File: config.mk
export PLATFORM = sky130hd
export DESIGN_NAME = bcd_display_scanner_flat
export DESIGN_NICKNAME = d
export VERILOG_FILES = /design/src/rtl/bcd_display_scanner_if.sv /design/src/rtl/bcd_display_scanner.sv /design/src/flat_wrapper.sv
export SDC_FILE = /design/constraint.sdc
export NUM_CORES = 1
export LEC_CHECK = 0
export CAP_MARGIN = 10
export CORE_MARGIN = 2
export CORE_UTILIZATION = 55
export CTS_BUF_LIST = sky130_fd_sc_hd__clkbuf_4 sky130_fd_sc_hd__clkbuf_8
export DETAILED_ROUTE_END_ITERATION = 10
export DONT_BUFFER_PORTS = 1
export HOLD_SLACK_MARGIN = 0.12
export PLACE_DENSITY = 0.77
export SLEW_MARGIN = 20
export SYNTH_ARGS = -nofsm -noshare
export SYNTH_HDL_FRONTEND = slang
export SYNTH_SLANG_ARGS = --single-unit
File: constraint.sdc
create_clock -name clk -period 5.75 [get_ports clk]
set_clock_uncertainty 0.1 [all_clocks]
set_input_delay 0.575 -clock clk [delete_from_list [all_inputs] [get_ports clk]]
set_output_delay 0.575 -clock clk [all_outputs]
set_load 0.02 [all_outputs]
File: src/rtl/bcd_display_scanner_if.sv
// bcd_display_scanner_if: load port and display drive signals of the BCD display scanner
interface bcd_display_scanner_if;
  logic [7:0] bcd_in;
  logic       load;
  logic [6:0] seg;
  logic [1:0] an;
  logic       err;
  logic       frame_start;
  modport master (output bcd_in, load, input seg, an, err, frame_start);
  modport slave (input bcd_in, load, output seg, an, err, frame_start);
endinterface

File: src/rtl/bcd_display_scanner.sv
// bcd_display_scanner: two-digit multiplexed 7-segment driver with frame-aligned updates; BCD_DISPLAY_LZB_EN enables leading-zero blanking
module bcd_display_scanner #(
  parameter int REFRESH_CYCLES = 1000,
  parameter int GAP_CYCLES     = 16
) (
  input logic clk,
  input logic rst,
  bcd_display_scanner_if.slave bus
);
  localparam int MAXC = (REFRESH_CYCLES > GAP_CYCLES) ? REFRESH_CYCLES : GAP_CYCLES;
  localparam int CW = $clog2(MAXC + 1);
  localparam logic [CW-1:0] R_LD = CW'(REFRESH_CYCLES - 1);
  localparam logic [CW-1:0] G_LD = CW'(GAP_CYCLES - 1);
  typedef enum logic [1:0] {S_DIG0, S_GAP0, S_DIG1, S_GAP1} state_t;
  state_t state, state_n;
  logic [CW-1:0] cnt, cnt_n;
  logic [7:0] shadow, shadow_n, pend;
  logic pend_v, bnd, lz;
  logic [6:0] seg_n;
  logic [1:0] an_n;
  function automatic logic [6:0] dec(input logic [3:0] d);
    case (d)
      4'd0: dec = 7'h40;
      4'd1: dec = 7'h79;
      4'd2: dec = 7'h24;
      4'd3: dec = 7'h30;
      4'd4: dec = 7'h19;
      4'd5: dec = 7'h12;
      4'd6: dec = 7'h02;
      4'd7: dec = 7'h78;
      4'd8: dec = 7'h00;
      4'd9: dec = 7'h10;
      default: dec = 7'h3F;
    endcase
  endfunction
  // next state, counter reload, frame-boundary shadow value and next display drive
  always_comb begin
    bnd = (state == S_GAP1) && (cnt == '0);
    state_n = (cnt == '0) ? state_t'(state + 2'd1) : state;
    cnt_n = (cnt == '0) ? ((state_n == S_DIG0 || state_n == S_DIG1) ? R_LD : G_LD) : cnt - CW'(1);
    shadow_n = bnd ? (bus.load ? bus.bcd_in : (pend_v ? pend : shadow)) : shadow;
`ifdef BCD_DISPLAY_LZB_EN
    lz = (shadow_n[7:4] == 4'd0);
`else
    lz = 1'b0;
`endif
    an_n = (state_n == S_DIG0) ? 2'b10 : (state_n == S_DIG1 && !lz) ? 2'b01 : 2'b11;
    seg_n = (state_n == S_DIG0) ? dec(shadow_n[3:0]) : (state_n == S_DIG1 && !lz) ? dec(shadow_n[7:4]) : 7'h7F;
  end
  // refresh FSM state and dwell counter
  always_ff @(posedge clk or posedge rst) begin
    if (rst) begin
      state <= S_GAP1;
      cnt <= G_LD;
    end else begin
      state <= state_n;
      cnt <= cnt_n;
    end
  end
  // pending capture (last load wins) and shadow/err update at the frame boundary
  always_ff @(posedge clk or posedge rst) begin
    if (rst) begin
      pend <= 8'h00;
      pend_v <= 1'b0;
      shadow <= 8'h00;
      bus.err <= 1'b0;
    end else begin
      if (bus.load && !bnd) begin
        pend <= bus.bcd_in;
        pend_v <= 1'b1;
      end else if (bnd) pend_v <= 1'b0;
      shadow <= shadow_n;
      if (bnd) bus.err <= (shadow_n[7:4] > 4'd9) | (shadow_n[3:0] > 4'd9);
    end
  end
  // registered display outputs change together with the state
  always_ff @(posedge clk or posedge rst) begin
    if (rst) begin
      bus.seg <= 7'h7F;
      bus.an <= 2'b11;
      bus.frame_start <= 1'b0;
    end else begin
      bus.seg <= seg_n;
      bus.an <= an_n;
      bus.frame_start <= bnd;
    end
  end
endmodule

File: src/flat_wrapper.sv
// flat-port wrapper written by rule: the top's interface ports become plain ports
module bcd_display_scanner_flat 
#(
  parameter int REFRESH_CYCLES = 1000,
  parameter int GAP_CYCLES     = 16
)
  (clk, rst, bus_bcd_in, bus_load, bus_seg, bus_an, bus_err, bus_frame_start);
  bcd_display_scanner_if bus_i ();
  input logic clk;
  input logic rst;
  input wire logic [$bits(bus_i.bcd_in)-1:0] bus_bcd_in;
  input wire logic [$bits(bus_i.load)-1:0] bus_load;
  output wire logic [$bits(bus_i.seg)-1:0] bus_seg;
  output wire logic [$bits(bus_i.an)-1:0] bus_an;
  output wire logic [$bits(bus_i.err)-1:0] bus_err;
  output wire logic [$bits(bus_i.frame_start)-1:0] bus_frame_start;
  assign bus_i.bcd_in = bus_bcd_in;
  assign bus_i.load = bus_load;
  assign bus_seg = bus_i.seg;
  assign bus_an = bus_i.an;
  assign bus_err = bus_i.err;
  assign bus_frame_start = bus_i.frame_start;
  bcd_display_scanner #(.REFRESH_CYCLES(REFRESH_CYCLES), .GAP_CYCLES(GAP_CYCLES)) u_core (.clk(clk), .rst(rst), .bus(bus_i));
endmodule
Word-level counts from Yosys, hierarchy flattened
Memory sizes are Yosys's and may differ from the RTL's.
Cells that the tools add are included.
{"block": "word_totals", "ff_bits": 40, "rom_bits": 224, "inputBits": 11, "out_inout_bits": 11, "elab_cells": 37, "memories": 2}
{"memory": "(no name shown)", "depth": 16, "width": 7, "rd": 1, "rd_clocked_by_memory_dff": 0, "wr": 0, "line_no": "bcd_display_scanner.sv:22", "source": "case (d)"}
{"memory": "(no name shown)", "depth": 16, "width": 7, "rd": 1, "rd_clocked_by_memory_dff": 0, "wr": 0, "line_no": "bcd_display_scanner.sv:22"}
{"block": "op_classes", "n_addsub": 2, "order_cmp": 2, "n_eq_ne": 2, "mux": 12, "bitwise": 1, "n_reduce_logical": 7}
{"op": "$mux W8", "n": 3}
{"op": "$mux W10", "n": 2}
{"op": "$mux W7", "n": 2}
{"op": "$logic_not A10 Y1", "n": 1}
{"op": "$sub A10 B1 Y10 const B", "n": 1}
{"op": "$gt A4 B4 Y1 const B", "n": 2}
{"op": "$mux W2", "n": 3}
{"op": "$eq A2 B2 Y1 const B", "n": 2}
{"op": "$add A2 B1 Y2 const B", "n": 1}
{"op": "$logic_and A1 B1 Y1", "n": 2}
{"op": "$logic_not A2 Y1", "n": 1}
{"op": "$mux W1", "n": 2}
{"op": "$reduce_bool A2 Y1", "n": 1}
{"op": "$logic_not A1 Y1", "n": 1}
{"op": "$logic_or A1 B1 Y1", "n": 1}
{"op": "$or A1 B1 Y1", "n": 1}

Logic depth before layout (Yosys ltp)
Gate-level depths: netlist of the first run.
{"block": "depth", "depth_word": 6, "mapped_depth": 13, "ltp_nobuf": 12}

Least setup slack after synthesis of the first run
OpenSTA, ideal clock, no wires.
{"block": "synth_timing", "path_kind": "reg-to-reg", "from": "reg u_core.cnt[0]", "to": "reg u_core.bus.seg[3]", "setup_time_ns": 0.062, "t_arrival_ns": 2.986, "required_time_ns": 5.588, "path_slack_ns": 2.602, "stages_incl_launch_ff": 13, "path_buffers": 1, "period_less_slack_ns": 3.148, "path_cell_list": "dfstp_2 -> inv_1 -> ha_1 -> or4b_4 -> buf_6 -> nor4_1 -> a2bb2oi_1 -> inv_1 -> ha_1 -> inv_1 -> nand2_1 -> a21oi_1 -> o221a_1"}
{"block": "synth_between", "elab_chain_len": 6, "word_cells_on_any_way": 10, "cone_classes": "1 x eq/ne; 4 x mux; 3 x reduce/logical; 2 x memory"}
{"element": "start: declaration", "line_no": "bcd_display_scanner.sv:16", "source": "logic [CW-1:0] cnt, cnt_n;"}
{"element": "start signal: assignment", "line_no": "bcd_display_scanner.sv:57", "source": "cnt <= cnt_n;"}
{"element": "$logic_not A10 Y1", "line_no": "bcd_display_scanner.sv:38", "source": "bnd = (state == S_GAP1) && (cnt == '0);"}
{"element": "$logic_and A1 B1 Y1", "line_no": "bcd_display_scanner.sv:38"}
{"element": "$mux W8", "line_no": "bcd_display_scanner.sv:41", "source": "shadow_n = bnd ? (bus.load ? bus.bcd_in : (pend_v ? pend : shadow)) : shadow;"}
{"element": "via u_core.shadow_n[5]", "line_no": "bcd_display_scanner.sv:17", "source": "logic [7:0] shadow, shadow_n, pend;"}
{"element": "$mem_v2 Z16 W7"}
{"element": "$mux W7 (2 in a row)", "line_no": "bcd_display_scanner.sv:48", "source": "seg_n = (state_n == S_DIG0) ? dec(shadow_n[3:0]) : (state_n == S_DIG1 && !lz) ? dec(shadow_n[7:4]) : 7'h7F;"}
{"element": "via u_core.seg_n[3]", "line_no": "bcd_display_scanner.sv:19", "source": "logic [6:0] seg_n;"}
{"element": "end signal: assignment", "line_no": "bcd_display_scanner.sv:83", "source": "bus.seg <= seg_n;"}
{"element": "end: declaration", "line_no": "bcd_display_scanner_if.sv:10", "source": "modport slave (input bcd_in, load, output seg, an, err, frame_start);"}
The timed path passes the listed nets, and every way through them passes these cells.
A chain may end at the register's enable or synchronous reset.

Worst setup path in the final report of the first run
{"block": "layout_timing", "from": "reg u_core.cnt[0]", "to": "reg u_core.bus.seg[5]"}
Same word-level chain as after synthesis.

==> reports/qor.yml, run 1 <==
place:
  portBuffers: 0
  place_ws_ns: 2.28
  place_inst: 249
  dp_hpwl_um: 3080
  gp_congestion: 0.890
cts:
  cts-resized-gates: 0
  cts_buffers: 5
  holdBufCountCts: 0
  clk_latency_ns: 0.29
  cts_root_buf: "clkbuf_8"
  cts.sinks: 40
  path_clk_slew_ns: 0.08
  cts_post_setup_buffers_inserted: 0
  clockBufferDepth: 2
  tritoncts: "built"
  htreeDepth: 2
floorplanning:
  io_pins: 22
  row_count: 22
  die-area_mm2: 0.00448
  die_h_um: 67.0
  die_w_um: 67.0
  core_area_mm2: 0.00374
  initial_core_util_pct: 58.2
worst_setup_path:
  critPathArrivalTime_ns: 3.67
  setup.worst_path.class: "register to register"
  start_kind: "register"
  path_cells: "inv_1, ha_1, or4b_4, nor4_1, a2bb2oi_1, inv_1, ha_1, a211oi_1, o221a_1"
  path_max_fanout: 11
  cp-startpoint: "u_core.cnt[0]$_DFF_PP1_"
  max_stage_delay_ns: 0.67
  r2r_start: "u_core.cnt[0]$_DFF_PP1_"
  crit_path_end_kind: "register"
  crit_slowest_cell: "nor4_1"
  cp.required_ns: 5.87
cells_and_area:
  diodes: 0
  nets: 233
  fin_util_pct: 61.5
  stdcell_count: 257
  syn_to_final_growth_pct: 5.57
  drive_gt1_share_pct: 24.4
status:
  outcome: "finished, final reports clean"
synth:
  ys_types: 54
  synthArstFlopShare_pct: 100
  synth-main-ff-cell: "dfrtp_1"
  syn_nets: 232
  synth_edf_count: 0
  yosysWarnings: 0
  synth_area_mm2: 0.00218
  post_synth.cell_area_avg_um2: 10.5
  ys_seq_area_share_pct: 46.8
  postSynthCellCount: 207
  ys_ff_latch: 40
routing:
  ant_nets: 0
  drt_iter0_drc: 40
  dr.pass1.iters: 4
  num_vias: 1500
  route.detailed.drc: 0
  wl_per_cell_um: 15.9
  drt-total-wl_um: 4080
  vias_per_cell: 5.84
power:
  vdd_drop_max_uv: 162
  switchingPower_uw: 133
  p_leak_uw: 0.000999
  power_density_mw_per_mm2: 251
  p_comb_share_pct: 8.5
  intPower_uw: 446
  seqPwrFrac_pct: 52.8
  pwr-share-clk_pct: 38.6
  swShare_pct: 22.9
timing:
  setup_ws_ns: 2.20
  relSlewSlack_pct: 52.7
  slew_viol_final: 0
  finalSetupViolCount: 0
  period_needed_ns: 3.55
  min_period_over_period_pct: 61.7
  rsz0062_at_grt: "no"
  worst_pin_slew_ns: 0.703
  final.setup.tns_ns: 0
  hold_viol_final: 0
  fmaxAchievable_ghz: 0.282
global_route:
  grt_max_degree: 41
  grt_pass1_wl_um: 7010
  grt_usage_pct: 21.2
  antenna_found_initial: 0
  grt_pass1_vias: 1526
  gr-total-overflow: 0
run:
  cap_violations: 0
hold_path:
  min_path_type: "input pin to asynchronous set/reset pin"
-- logic make-up after synthesis --
kind of cell | Yosys count | share of synthesized area, %
simple gates | 67 | 15.5
compound gates | 49 | 16.9
flops | 40 | 46.8
buf+inv | 21 | 5.28
fa+ha+maj | 14 | 8.04
mux | 10 | 5.11
xor+xnor | 6 | 2.41
-- per-layer routing --
metal	global-route usage [%]	part of all wire [%]	vias to the layer above	wire (um)
met5	0	0	-	0
met4	9.18	2.1	0	85
met3	5.07	2.5	10	103
met2	37.3	52	23	2120
met1	24.5	43	738	1760
li1	-	-	729	-
-- final timing paths --
kind / slack, ns / endpoint / depth (start not counted)
worst min register to register: 0.36 / u_core.cnt[0]$_DFF_PP1_ / 1
min in group clk: 0.33 / u_core.pend[7]$_DFFE_PP0P_ / 1
max in group asynchronous: 5.00 / u_core.bus.seg[0]$_DFF_PP1_ / 2
worst max-delay path: 2.20 / u_core.bus.seg[5]$_DFF_PP1_ / 9
worst min-delay path: 0.19 / u_core.cnt[7]$_DFF_PP0_ / 2
worst max register to register: 2.20 / u_core.bus.seg[5]$_DFF_PP1_ / 9
-- power groups by stage --
stage	sequential, uW	clock (uW)	combinational (uW)
5_1_grt	307	240	55.3
2_1_floorplan	309	0	40.7
6_report	305	223	49.3
3_5_place_dp	311	0	49.7
4_1_cts	306	228	50.0
3_3_place_gp	310	0	47.4
-- state kept, by name, indices dropped and copies added (netlist names) --
signal	flops
u_core.bus.an	2
u_core.bus.frame_start	1
u_core.pend	8
u_core.cnt	10
u_core.state	2
u_core.bus.err	1
u_core.bus.seg	7
u_core.shadow	8
u_core.pend_v	1
-- layout by cell type (no fill, tap or decap), types with 3 or more instances in the layout --
cell / instances
dfrtp_1: 25
nand2_1: 24
nor2_1: 21
dfstp_2: 15
ha_1: 14
inv_1: 11
a21oi_1: 11
mux2_2: 9
o21ai_0: 7
o22ai_1: 5
clkbuf_8: 5
xnor2_1: 4
or3_1: 3
nor3_1: 3
a2bb2oi_1: 3
a22oi_1: 3
-- cells in the mapped netlist (all sizes together), types with 4 or more instances --
| cell type | instances | area share [%] |
|---|---|---|
| inv | 14 | 2.6 |
| dfrtp | 25 | 29 |
| a21oi | 11 | 2.5 |
| dfstp | 15 | 18 |
| mux2 | 9 | 4.6 |
| o22ai | 5 | 1.4 |
| buf | 6 | 2.5 |
| or3 | 5 | 1.5 |
| nor2 | 21 | 3.6 |
| ha | 14 | 8.0 |
| xnor2 | 4 | 1.6 |
| nand2 | 24 | 4.1 |
| a2bb2oi | 4 | 2.4 |
| o21ai | 9 | 2.2 |
-- per-stage QoR --
step	area, um2	total power, uW	hold slack [ns]
6_report	2300	578	0.190
5_1_grt	2300	603	0.226
4_1_cts	2300	584	0.199
3_5_place_dp	2190	360	0.345
3_3_place_gp	2190	358	0.337
2_1_floorplan	2180	350	0.326
-- worst max-delay path: cells and delay by family (launching register included) --
family	cells	cell delay, ns
flip-flops	1	0.38
buffers and inverters	2	0.23
AND/OR/NAND/NOR	2	1.22
adder cells (fa/ha/maj)	2	0.44
AO/OA/AOI/OAI	3	1.10
-- cell type report --
cell class / instances / area [um2]
clock buffers: 5 / 68.8
multi-input cells: 146 / 1040
inverters: 14 / 57.6
fillers: 301 / 1440
flip-flops and latches: 40 / 1020
well taps: 48 / 60.1
clock inverters: 3 / 42.5
repair buffers: 1 / 7.51
Power figures use the tool's default switching activity.
==> run 2, diff against run 1 <==
Clock period 5.75 ns to 3.3 ns, I/O delays scaled along.
==> reports/qor.yml, run 2 (synthesized netlist as in run 1, its figures left out) <==
status:
  outcome: "finished, final reports clean"
power:
  power_density_mw_per_mm2: 396
  p_leak_uw: 0.00106
  vdd_drop_max_uv: 285
cts:
  cts_post_setup_buffers_inserted: 0
  clockBufferDepth: 2
  path_clk_slew_ns: 0.08
  htreeDepth: 2
  tritoncts: "built"
  clk_latency_ns: 0.29
  cts.sinks: 40
  cts_buffers: 5
  cts_root_buf: "clkbuf_8"
global_route:
  gr-total-overflow: 0
  grt_pass1_vias: 1585
  antenna_found_initial: 0
  grt_pass1_wl_um: 7110
  grt_max_degree: 27
  grt_usage_pct: 21.7
place:
  place_ws_ns: 0.159
  dp_hpwl_um: 3140
  place_area_mm2: 0.00222
  portBuffers: 0
  gp_congestion: 0.822
hold_path:
  min_path_type: "input pin to register"
  min_from: "bus_bcd_in[0]"
  min_to: "u_core.shadow[0]$_DFF_PP0_"
  hold_depth: 4
timing:
  fmaxAchievable_ghz: 0.324
  hold_viol_final: 0
  slew_viol_final: 0
  relSlewSlack_pct: 35.3
  period_needed_ns: 3.08
  final.setup.tns_ns: 0
  setup_ws_ns: 0.217
  finalSetupViolCount: 0
  whs_ns: 0.343
  min_period_over_period_pct: 93.4
  worst_pin_slew_ns: 0.970
worst_setup_path:
  crit_path_end_kind: "register"
  cp.required_ns: 3.37
  regToRegSetupSlack_ns: 0.22
  start_kind: "register"
  r2r_cells: 12
  r2r-end: "u_core.bus.err$_DFFE_PP0N_"
  r2r_start: "u_core.cnt[0]$_DFF_PP1_"
  setup.worst_path.class: "register to register"
  path_max_fanout: 11
  critPathArrivalTime_ns: 3.15
routing:
  dr.pass1.iters: 4
  ant_nets: 0
  vias_per_cell: 5.70
  drt_iter0_drc: 121
  drt-total-wl_um: 4290
  route.detailed.drc: 0
  num_vias: 1545
  wl_per_cell_um: 15.8
floorplanning:
  io_pins: 22
  die_w_um: 67.0
  core_area_mm2: 0.00374
  die-area_mm2: 0.00448
  initial_core_util_pct: 58.2
  die_h_um: 67.0
  row_count: 22
cells_and_area:
  largest_reg_flops: 10
  diodes: 0
  fillCellCount: 303
  mostFrequentLayoutCells: "dfrtp_1 (25), nand2_1 (24), nor2_1 (21)"
  final-seq-area_mm2: 0.00102
  drive_gt1_share_pct: 25.6
  layout_commonest_cell: "dfrtp_1"
  nets: 247
  regMostFlops: "u_core.cnt"
  reg_top3: "u_core.cnt: 10 flops, u_core.pend: 8 flops, u_core.shadow: 8 flops"
  multiInputGateArea_mm2: 0.00106
  syn_to_final_growth_pct: 11.3
  final_cell_area_mm2: 0.00242
run:
  cap_violations: 0
## run 2: cell types whose count changed in the layout (fill, tap and decap cells not counted), sizes merged
cell	before	now
dlygate4sd3	0	10
buf	1	5
bufinv	1	0
clkbuf	5	6
clkinv	1	2
clkinvlp	1	0
## run 2: how the worst max path moves through the flow
stage,cells past startpoint,endpoint,start
5_1_grt,12,u_core.bus.err$_DFFE_PP0N_,u_core.cnt[0]$_DFF_PP1_
4_1_cts,10,u_core.bus.seg[0]$_DFF_PP1_,u_core.cnt[0]$_DFF_PP1_
3_5_place_dp,10,u_core.bus.seg[0]$_DFF_PP1_,u_core.cnt[0]$_DFF_PP1_
3_3_place_gp,10,u_core.bus.seg[0]$_DFF_PP1_,u_core.cnt[0]$_DFF_PP1_
6_report,12,u_core.bus.err$_DFFE_PP0N_,u_core.cnt[0]$_DFF_PP1_
2_1_floorplan,12,u_core.bus.seg[3]$_DFF_PP1_,u_core.cnt[0]$_DFF_PP1_
## run 2: area by class of cell
type                       instances  area share, %
sequential                        40           42.1
clock inverter                     2          0.413
timing repair buffer              15           5.68
clock buffer                       6           3.41
inverter                          14           2.37
multi-input combinational        146           43.6
tap                               48           2.48
## run 2: worst max-delay path, cell delays in order, from the launching register on
cell      delay, ns
dfstp_2        0.38
inv_1          0.05
ha_1           0.19
or4b_4         0.54
or3_1          0.43
inv_2          0.18
nand2_1        0.07
o21ai_0        0.11
buf_4          0.17
ha_1           0.18
o21ai_0        0.12
a221oi_1       0.35
nor2_1         0.08
## run 2: metrics by stage
stage / cells / power (uW) / util, %
floorplan: 207 / 610 / -
detailed placement: 253 / 631 / 59.3
CTS: 271 / 969 / 64.4
global placement: 253 / 626 / 59.3
finish: 271 / 960 / 64.8
global route: 271 / 1010 / 64.8
## run 2: report_power, final
part           internal [uW]  leakage (uW)  switching [uW]
logic                   47.6      0.000559            52.3
clock network            167     0.0000510             160
registers                516      0.000450            17.7
total                    730       0.00106             230
## run 2: layer usage
metal | track usage [%] | up-vias | part of all wire, %
met5 | 0 | - | 0
met4 | 8.93 | 0 | 1.2
met3 | 5.91 | 6 | 3.5
met2 | 37.6 | 30 | 53
met1 | 25.1 | 753 | 42
li1 | - | 756 | -
## run 2: what timing repair did
action / in CTS / in global routing
resized for setup: 0 / 2
endpoints found under the hold margin: 34 / 0
setup endpoints to repair: 0 / 4
hold buffers: 10 / 0
